==> src/rtl/move_link.sv <==
// Framed toggle-handshake message link between two boards: TX FIFO -> req/ack toggle transfer -> single-entry RX buffer.
// Latency push->pop >= 1+SETUP+2+SETTLE+accept+2 cycles; tx_ready drops on FIFO full, ack withheld while rx_valid.

module move_link_fifo #(
  parameter int W     = 8,
  parameter int DEPTH = 4,
  localparam int AW   = $clog2(DEPTH)
) (
  input  logic         clk,
  input  logic         rst,
  input  logic         push,
  input  logic [W-1:0] wdat,
  input  logic         pop,
  output logic [W-1:0] rdat,
  output logic         full,
  output logic         empty,
  output logic [AW:0]  level
);
  logic [W-1:0]  mem_q [DEPTH];
  logic [W-1:0]  mem_d [DEPTH];
  logic [AW-1:0] wr_ptr_q, wr_ptr_d;
  logic [AW-1:0] rd_ptr_q, rd_ptr_d;
  logic [AW:0]   level_q, level_d;
  logic          do_push, do_pop;

  assign full    = (level_q == (AW+1)'(DEPTH));
  assign empty   = (level_q == '0);
  assign level   = level_q;
  assign rdat    = mem_q[rd_ptr_q];
  assign do_push = push && !full;
  assign do_pop  = pop && !empty;

  always_comb begin
    mem_d    = mem_q;
    wr_ptr_d = wr_ptr_q;
    rd_ptr_d = rd_ptr_q;
    level_d  = level_q;
    if (do_push) begin
      mem_d[wr_ptr_q] = wdat;
      wr_ptr_d        = wr_ptr_q + AW'(1);
    end
    if (do_pop) rd_ptr_d = rd_ptr_q + AW'(1);
    if (do_push && !do_pop) level_d = level_q + (AW+1)'(1);
    else if (!do_push && do_pop) level_d = level_q - (AW+1)'(1);
  end

  always_ff @(posedge clk or negedge rst) begin
    if (!rst) begin
      mem_q    <= '{default: '0};
      wr_ptr_q <= '0;
      rd_ptr_q <= '0;
      level_q  <= '0;
    end else begin
      mem_q    <= mem_d;
      wr_ptr_q <= wr_ptr_d;
      rd_ptr_q <= rd_ptr_d;
      level_q  <= level_d;
    end
  end
endmodule

module move_link #(
  parameter int MSG_W         = 8,
  parameter int FIFO_DEPTH    = 4,
  parameter int SETUP_CYCLES  = 2,
  parameter int SETTLE_CYCLES = 3,
  parameter int TIMEOUT       = 75000,
  localparam int LW           = $clog2(FIFO_DEPTH) + 1
) (
  input  logic             clk,
  input  logic             rst,
  input  logic [MSG_W-1:0] tx_msg,
  input  logic             tx_valid,
  output logic             tx_ready,
  output logic [MSG_W-1:0] rx_msg,
  output logic             rx_valid,
  input  logic             rx_ready,
  output logic [MSG_W+1:0] link_out,
  input  logic [MSG_W+1:0] link_in,
  output logic [LW-1:0]    fifo_level,
  output logic             tx_timeout
);
  localparam int SUW = (SETUP_CYCLES > 1) ? $clog2(SETUP_CYCLES) : 1;
  localparam int STW = (SETTLE_CYCLES > 1) ? $clog2(SETTLE_CYCLES) : 1;
  localparam int TW  = $clog2(TIMEOUT + 1);

  typedef enum logic [1:0] {TX_IDLE, TX_SETUP, TX_WAIT} tx_state_e;
  typedef enum logic [1:0] {RX_IDLE, RX_SETTLE, RX_HOLD} rx_state_e;

  logic [MSG_W+1:0] sync1_q, sync1_d, sync2_q, sync2_d;
  logic             req_s, ack_s;
  logic [MSG_W-1:0] data_s;

  tx_state_e        tx_state_q, tx_state_d;
  logic [SUW-1:0]   setup_cnt_q, setup_cnt_d;
  logic [TW-1:0]    timer_q, timer_d;
  logic             timeout_q, timeout_d;
  logic             req_q, req_d;
  logic [MSG_W-1:0] tx_dat_q, tx_dat_d;

  rx_state_e        rx_state_q, rx_state_d;
  logic [STW-1:0]   settle_cnt_q, settle_cnt_d;
  logic             last_req_q, last_req_d;
  logic [MSG_W-1:0] rx_msg_q, rx_msg_d;
  logic             rx_vld_q, rx_vld_d;
  logic             ack_q, ack_d;

  logic [MSG_W-1:0] fifo_head;
  logic             fifo_full, fifo_empty, fifo_pop;

  move_link_fifo #(.W(MSG_W), .DEPTH(FIFO_DEPTH)) u_txq (
    .clk   (clk),
    .rst   (rst),
    .push  (tx_valid),
    .wdat  (tx_msg),
    .pop   (fifo_pop),
    .rdat  (fifo_head),
    .full  (fifo_full),
    .empty (fifo_empty),
    .level (fifo_level)
  );

  assign req_s      = sync2_q[MSG_W+1];
  assign ack_s      = sync2_q[MSG_W];
  assign data_s     = sync2_q[MSG_W-1:0];
  assign tx_ready   = !fifo_full;
  assign link_out   = {req_q, ack_q, tx_dat_q};
  assign rx_msg     = rx_msg_q;
  assign rx_valid   = rx_vld_q;
  assign tx_timeout = timeout_q;

  always_comb begin
    sync1_d      = link_in;
    sync2_d      = sync1_q;
    tx_state_d   = tx_state_q;
    setup_cnt_d  = setup_cnt_q;
    timer_d      = timer_q;
    timeout_d    = timeout_q;
    req_d        = req_q;
    tx_dat_d     = tx_dat_q;
    fifo_pop     = 1'b0;
    rx_state_d   = rx_state_q;
    settle_cnt_d = settle_cnt_q;
    last_req_d   = last_req_q;
    rx_msg_d     = rx_msg_q;
    rx_vld_d     = rx_vld_q;
    ack_d        = ack_q;

    case (tx_state_q)
      TX_IDLE: if (!fifo_empty) begin
        tx_dat_d    = fifo_head;
        setup_cnt_d = '0;
        tx_state_d  = TX_SETUP;
      end
      TX_SETUP: if (setup_cnt_q == SUW'(SETUP_CYCLES - 1)) begin
        req_d      = ~req_q;
        timer_d    = '0;
        tx_state_d = TX_WAIT;
      end else begin
        setup_cnt_d = setup_cnt_q + SUW'(1);
      end
      TX_WAIT: if (ack_s == req_q) begin
        fifo_pop   = 1'b1;
        timer_d    = '0;
        tx_state_d = TX_IDLE;
      end else if (timer_q != TW'(TIMEOUT)) begin
        // Never retransmit: a resent move would be applied twice by the peer.
        timer_d = timer_q + TW'(1);
        if (timer_q == TW'(TIMEOUT - 1)) timeout_d = 1'b1;
      end
      default: tx_state_d = TX_IDLE;
    endcase

    case (rx_state_q)
      RX_IDLE: if (req_s != last_req_q) begin
        settle_cnt_d = '0;
        rx_state_d   = RX_SETTLE;
      end
      RX_SETTLE: if (settle_cnt_q == STW'(SETTLE_CYCLES - 1)) begin
        rx_msg_d   = data_s;
        rx_vld_d   = 1'b1;
        last_req_d = req_s;
        rx_state_d = RX_HOLD;
      end else begin
        settle_cnt_d = settle_cnt_q + STW'(1);
      end
      RX_HOLD: if (rx_vld_q && rx_ready) begin
        rx_vld_d   = 1'b0;
        ack_d      = ~ack_q;
        rx_state_d = RX_IDLE;
      end
      default: rx_state_d = RX_IDLE;
    endcase
  end

  always_ff @(posedge clk or negedge rst) begin
    if (!rst) begin
      sync1_q      <= '0;
      sync2_q      <= '0;
      tx_state_q   <= TX_IDLE;
      setup_cnt_q  <= '0;
      timer_q      <= '0;
      timeout_q    <= 1'b0;
      req_q        <= 1'b0;
      tx_dat_q     <= '0;
      rx_state_q   <= RX_IDLE;
      settle_cnt_q <= '0;
      last_req_q   <= 1'b0;
      rx_msg_q     <= '0;
      rx_vld_q     <= 1'b0;
      ack_q        <= 1'b0;
    end else begin
      sync1_q      <= sync1_d;
      sync2_q      <= sync2_d;
      tx_state_q   <= tx_state_d;
      setup_cnt_q  <= setup_cnt_d;
      timer_q      <= timer_d;
      timeout_q    <= timeout_d;
      req_q        <= req_d;
      tx_dat_q     <= tx_dat_d;
      rx_state_q   <= rx_state_d;
      settle_cnt_q <= settle_cnt_d;
      last_req_q   <= last_req_d;
      rx_msg_q     <= rx_msg_d;
      rx_vld_q     <= rx_vld_d;
      ack_q        <= ack_d;
    end
  end
endmodule
==> config.mk <==
export PLATFORM = sky130hd
export DESIGN_NAME = move_link
export DESIGN_NICKNAME = d
export VERILOG_FILES = /design/src/rtl/move_link.sv
export SDC_FILE = /design/constraint.sdc
export NUM_CORES = 1
export LEC_CHECK = 0
export ABC_AREA = 1
export CAP_MARGIN = 20
export CORE_MARGIN = 2
export CORE_UTILIZATION = 30
export DETAILED_ROUTE_END_ITERATION = 7
export PLACE_DENSITY = 0.58
export SLEW_MARGIN = 20
export SYNTH_ARGS = -nofsm -noshare
export SYNTH_HDL_FRONTEND = slang
export SYNTH_HIERARCHICAL = 1
export SYNTH_SLANG_ARGS = --single-unit
==> constraint.sdc <==
create_clock -name clk -period 1.9 [get_ports clk]
set_input_delay 0.285 -clock clk [delete_from_list [all_inputs] [get_ports clk]]
set_output_delay 0.285 -clock clk [all_outputs]
set_load 0.01 [all_outputs]
==> impl_metrics.py <==
metrics = {
    "run_status": {
        "status": "finished, final reports clean",
    },
    "synth": {
        "synth_xor_area_frac": 0.01799,
        "ys_seq_elements": 104,
        "synth_compound_area_frac": 0.06170,
        "yosys-top-cells-area": "dfrtp_1 53%, nand2_1 13%, nand4_1 5.0%, inv_1 3.4%, nor2_1 3.4%",
        "synth_common_cells": "175 x nand2_1, 104 x dfrtp_1, 44 x inv_1, 44 x nor2_1, 39 x nand4_1",
        "ys_types": 33,
        "synth_top_family_by_area": "simple AND/OR/NAND/NOR gates",
        "synth.most_common_cell": "nand2_1",
        "yosysWarnings": 6,
        "seq_area_frac_synth": 0.5347,
        "synthSimpleGateAreaFrac": 0.2692,
        "synth-edff-count": 0,
        "synthAdderAreaFrac": 0.02725,
        "netlist_instances": 548,
        "synth_fp_nets": 580,
        "syn_area_um2": 4867,
        "synth_area_leader_cell": "dfrtp_1",
        "muxShareOfSynthArea": 0.01851,
        "synth_ff_type": "dfrtp_1",
        "async_flop_share": 1.000,
        "post-synth-top-area-fraction": 0.5347,
        "syn_area_per_cell_um2": 8.882,
    },
    "critical_path": {
        "worstPathMaxFanout": 3,
        "timing.rr.start": "req_q",
        "critPathCaptureType": "register",
        "timing_worst_setup_path_type": "reg2reg",
        "startpoint_type": "register",
        "cp-startpoint": "req_q",
        "worst_ep_required_time_ns": 2.14,
        "arrival_ns": 2.05,
    },
    "cells_and_area": {
        "layout-drive-gt1-share": 0.1332,
        "syn2layout_area_growth_pct": 21.39,
        "finalNetCount": 635,
        "antenna_cells": 0,
        "fillCellCount": 1635,
        "fin_area_um2": 5908,
        "finalNonFillerCells": 824,
    },
    "route": {
        "wire_per_inst_um": 12.32,
        "final_antenna_net_count": 0,
        "firstDrtPassIters": 4,
        "drt_iter0_markers": 240,
        "route.detailed.drc": 0,
        "vias": 3677,
        "via_per_inst": 4.462,
        "wl_um": 10150,
    },
    "clocking": {
        "htreeDepth": 3,
        "clk_latency_ns": 0.35,
        "cts_sinks": 104,
        "cts_buffers": 9,
        "cts_buffer_depth": 2,
        "cts_root_buffer": "clkbuf_16",
        "cts.reportedPaths.clkPinSlew_ns": 0.07,
        "cts_tree": "yes",
    },
    "sta": {
        "setup_viol": 0,
        "finalHoldViolCount": 0,
        "drv_slew": 0,
        "max_freq_ghz": 0.5525,
        "finClkSkew_ns": 0.009127,
        "relSlewSlack": 0.6258,
        "tightest_slew_ns": 0.5613,
        "finalCritPeriodShare": 0.9526,
        "fin_setup_tns_ns": 0,
        "fin_ws_ns": 0.09014,
        "min_period_ns": 1.810,
        "whs_ns": 0.3484,
    },
    "placed_design": {
        "place_congestion": 0.8590,
        "placed_area_um2": 5558,
        "pre_cts_ws_ns": -0.05743,
        "dp_cells": 804,
        "io_buffers": 45,
        "dp_hpwl_um": 7239,
    },
    "floorplan": {
        "ioPinCount": 46,
        "core_um2": 15890,
        "initial_core_util": 0.3064,
        "die_h_um": 131.4,
        "die_area_um2": 17260,
        "rows": 46,
        "die_w_um": 131.4,
    },
    "pwr": {
        "leakage_nw": 2.753,
        "ir_drop_v": 0.0006633,
        "p_per_area_nw_per_um2": 1434,
    },
    "run": {
        "cap_violations": 0,
    },
    "global_route": {
        "antenna_found_initial": 0,
        "grt_usage": 0.1249,
        "grt_overflow": 0,
        "grt_start_max_net_pins": 61,
        "grt_pass1_wl_um": 17440,
        "grt_pass1_vias": 3577,
    },
    "worst_hold_path": {
        "hold_path_class": "in2async",
    },
}
==> power by group <==
group          switching [W]  internal, W
sequential          0.000494      0.00292
clock               0.000804      0.00106
combinational        0.00180      0.00140
==> state kept, by name (all words and copies together) (netlist names) <==
signal,count
tx_state_q,2
setup_cnt_q,1
u_txq/mem_q,32
u_txq/wr_ptr_q,2
u_txq/rd_ptr_q,2
ack_q,1
sync1_q,10
tx_timeout,1
rx_valid,1
u_txq/level,3
req_q,1
timer_q,17
sync2_q,10
rx_state_q,2
tx_dat_q,8
last_req_q,1
settle_cnt_q,2
rx_msg,8
==> worst max-delay path, cell delays in order (launching register included) <==
cell and delay, ns:
dfrtp_1 0.41, inv_2 0.07, nand2_2 0.06, nand2_1 0.06, inv_1 0.06, nor2_2 0.16
nand2_2 0.11, ha_4 0.17, inv_2 0.06, fa_2 0.42, nand2_1 0.07, nand2_1 0.05
==> stage by stage <==
stage	utilization	total power [W]
CTS	0.3697	0.008535
global route	0.3719	0.009176
detailed placement	0.3499	0.006612
global placement	0.3499	0.006516
floorplan	-	0.005452
finish	0.3719	0.008471
==> per-layer routing <==
layer,up-vias,GRT usage,part of all wire
li1,1866,-,-
met1,1743,0.1611,0.47
met2,58,0.2050,0.49
met3,10,0.02932,0.035
met4,0,0.04589,0.011
met5,-,0,0
==> cell families after synthesis <==
logic type,after synthesis
fa+ha+maj,10
simple gates,296
flops,104
xor+xnor,10
buf+inv,69
compound gates,51
mux,8
==> worst paths after layout <==
path	end	slack, ns	cells after the start
min reg2reg	sync2_q[6]	0.35	0
max in group asynchronous	rx_msg[4]	0.91	3
min in group clk	sync2_q[6]	0.35	0
max	u_txq/level[1]	0.09	11
max reg2reg	u_txq/level[1]	0.09	11
min	sync2_q[1]	0.35	2
==> cell type report <==
cell class                      instances  area, um2  share of cell area
Clock buffer                           11      242.7             0.04108
Clock inverter                          5      53.80            0.009106
Inverter                               47      176.4             0.02986
Multi-Input combinational cell        375       1943              0.3289
Sequential cell                       104       2603              0.4405
Tap cell                              216      270.3             0.04574
Timing Repair Buffer                   66      619.3              0.1048
==> cell usage in the layout, fill, tap and decap left out, types with 2 or more instances in the layout <==
| master | count |
|---|---|
| nor2_1 | 43 |
| ha_1 | 8 |
| clkdlybuf4s50_1 | 43 |
| nor2_2 | 6 |
| inv_2 | 4 |
| o21ai_2 | 10 |
| xor2_1 | 6 |
| clkbuf_16 | 9 |
| nand3_1 | 17 |
| nand3_2 | 4 |
| o21ai_0 | 33 |
| mux2_2 | 8 |
| nand4_1 | 39 |
| inv_1 | 42 |
| nand2_2 | 8 |
| buf_4 | 20 |
| nand2_1 | 173 |
| clkinv_2 | 3 |
| xnor2_1 | 4 |
| o21bai_1 | 2 |
| dfrtp_1 | 104 |
| o21ai_1 | 4 |
==> repair_timing <==
item	4_1_cts	5_1_grt
setup buffers	1	2
setup endpoints to repair	3	2
hold endpoints to repair	17	0
hold buffers	1	0
pin swaps	0	1
resized for setup	2	7
Power figures use the tool's default switching activity.
==> RTL edit (same settings) <==
The 3 states of `rx_state_e` get a one-hot encoding in 3 bits.
--- a/src/rtl/move_link.sv
+++ b/src/rtl/move_link.sv
@@ -87,3 +87,3 @@
   typedef enum logic [1:0] {TX_IDLE, TX_SETUP, TX_WAIT} tx_state_e;
-  typedef enum logic [1:0] {RX_IDLE, RX_SETTLE, RX_HOLD} rx_state_e;
+  typedef enum logic [2:0] {RX_IDLE = 3'b001, RX_SETTLE = 3'b010, RX_HOLD = 3'b100} rx_state_e;
 
Formal check against the unedited RTL: no difference found for any inputs over 10 cycles, from zero or initial values and one cycle with rst low; not proved beyond that.
==> RTL edit against the original RTL <==
Routed wire length is 5.5% higher; sequential share of layout area is 0.099 points higher; non-clock buffer count is 3 lower; critical path depth stayed put; synthesized area is 1.7% higher; design area is 0.78% higher; total power is 11% lower; sequential cell count is 1 higher; worst setup slack better by 0.050 ns; largest power group unchanged.
==> RTL edit: results (changes against the original RTL) <==
wire length of the first global-routing pass=18500 um (+5.9%); share of final-layout standard cells stronger than drive strength 1=0.0822 (-0.0510); number of nets in the final layout=685 (+7.9%); Tot GR Track Use=0.129 (+0.00430); post-synthesis share of cell area spent on full adders, half adders and majority gates=0.0268 (-0.000455); power in combinational cells=2.62 mW (-18%); Achievable Freq=0.568 GHz (+2.9%); number of distinct standard cells referenced by the synthesized netlist=30 (-9.1%); estimated wirelength of the detail-placed design=7660 um (+5.9%); vias in the first global route=3916 (+9.5%); worst vdd rail ir drop=0.000542 V (-18%); complex-gate fraction of the synthesized area=0.0331 (-0.0286); total number of multi-input combinational cells=427 (+14%); share of synthesized area spent on multiplexers=0 (-0.0185); ranking of synthesized cells by area=sky130_fd_sc_hd__dfrtp_1 (53%), sky130_fd_sc_hd__nand2_1 (19%), sky130_fd_sc_hd__nand4_1 (5.1%); pre-CTS worst setup slack=-0.0193 ns (+0.0382 ns); placement-stage cell area=0.00565 sq mm (+1.7%); sequential-to-total area share from yosys stat=0.531 (-0.00361); number of setup buffers added after CTS=0 (-1); Synth Net Count=634 (+9.3%); TritonCTS Sinks=105 (+0.96%); xor and xnor area share after synthesis=0.0159 (-0.00207); internal power summed over all cells=4.76 mW (-11%); final cell area excluding filler cells=0.00595 sq mm (+0.78%); overall power consumption=7.51 mW (-11%); Die Outline Area=0.0175 sq mm (+1.6%); relative area of non-clock buffer cells in the final design=0.103 (-0.00187); clk cell area share=0.0445 (-0.00564); part of the power in registers=0.421 (+0.017); leakage dissipation=2.97 nW (+7.8%); area taken by multi-input logic gates=0.00200 sq mm (+3.0%); top post-synthesis cells by count=sky130_fd_sc_hd__nand2_1 (246), sky130_fd_sc_hd__dfrtp_1 (104), sky130_fd_sc_hd__nor2_1 (52), sky130_fd_sc_hd__inv_1 (43), sky130_fd_sc_hd__nand4_1 (40); sequential cell area share=0.441 (+0.000987); cells resized by post-CTS repair=0 (-2); outcome=finished clean; maximum number of pins on one net before global-route repair=45 (-26%); Iter 0 DRT Violations=199 (-17%)
## RTL edit: layer usage
metal  part of all wire  track usage  wire length (um)
met1               0.47        0.162              5060
met2               0.48        0.214              5130
met3              0.038       0.0349               402
met4              0.011       0.0466               115
met5                  0            0                 0
## RTL edit: critical path: stages, from the launching register on
cell                      delay, ns
sky130_fd_sc_hd__dfrtp_1       0.40
sky130_fd_sc_hd__inv_2         0.07
sky130_fd_sc_hd__nand2_1       0.04
sky130_fd_sc_hd__nand2_1       0.07
sky130_fd_sc_hd__inv_1         0.07
sky130_fd_sc_hd__nor2_4        0.10
sky130_fd_sc_hd__nand2_2       0.08
sky130_fd_sc_hd__ha_2          0.18
sky130_fd_sc_hd__inv_1         0.08
sky130_fd_sc_hd__fa_2          0.43
sky130_fd_sc_hd__nand2_1       0.07
sky130_fd_sc_hd__nand2_1       0.05
## RTL edit: kinds of logic after synthesis
group	after synthesis
flip-flops	105
AND/OR/NAND/NOR	377
buffers and inverters	70
adder cells (fa/ha/maj)	10
AO/OA/AOI/OAI	31
XOR/XNOR	9
## RTL edit: path summary, 6_finish.rpt
check	from	end	cells after the start
max reg2reg	req_q	u_txq/level[1]	11
min	sync1_q[1]	sync2_q[1]	0
min in group asynchronous	rst	timer_q[3]	2
max	req_q	u_txq/level[1]	11
min reg2reg	sync1_q[1]	sync2_q[1]	0
max in group asynchronous	rst	rx_state_q[0]	3
## RTL edit: per-stage QoR
| stage | hold WS (ns) | std cells |
|---|---|---|
| floorplan | -0.0106 | 602 |
| finish | 0.349 | 873 |
| global placement | 0.266 | 856 |
| detailed placement | 0.267 | 856 |
| CTS | 0.350 | 872 |
| global route | 0.353 | 873 |
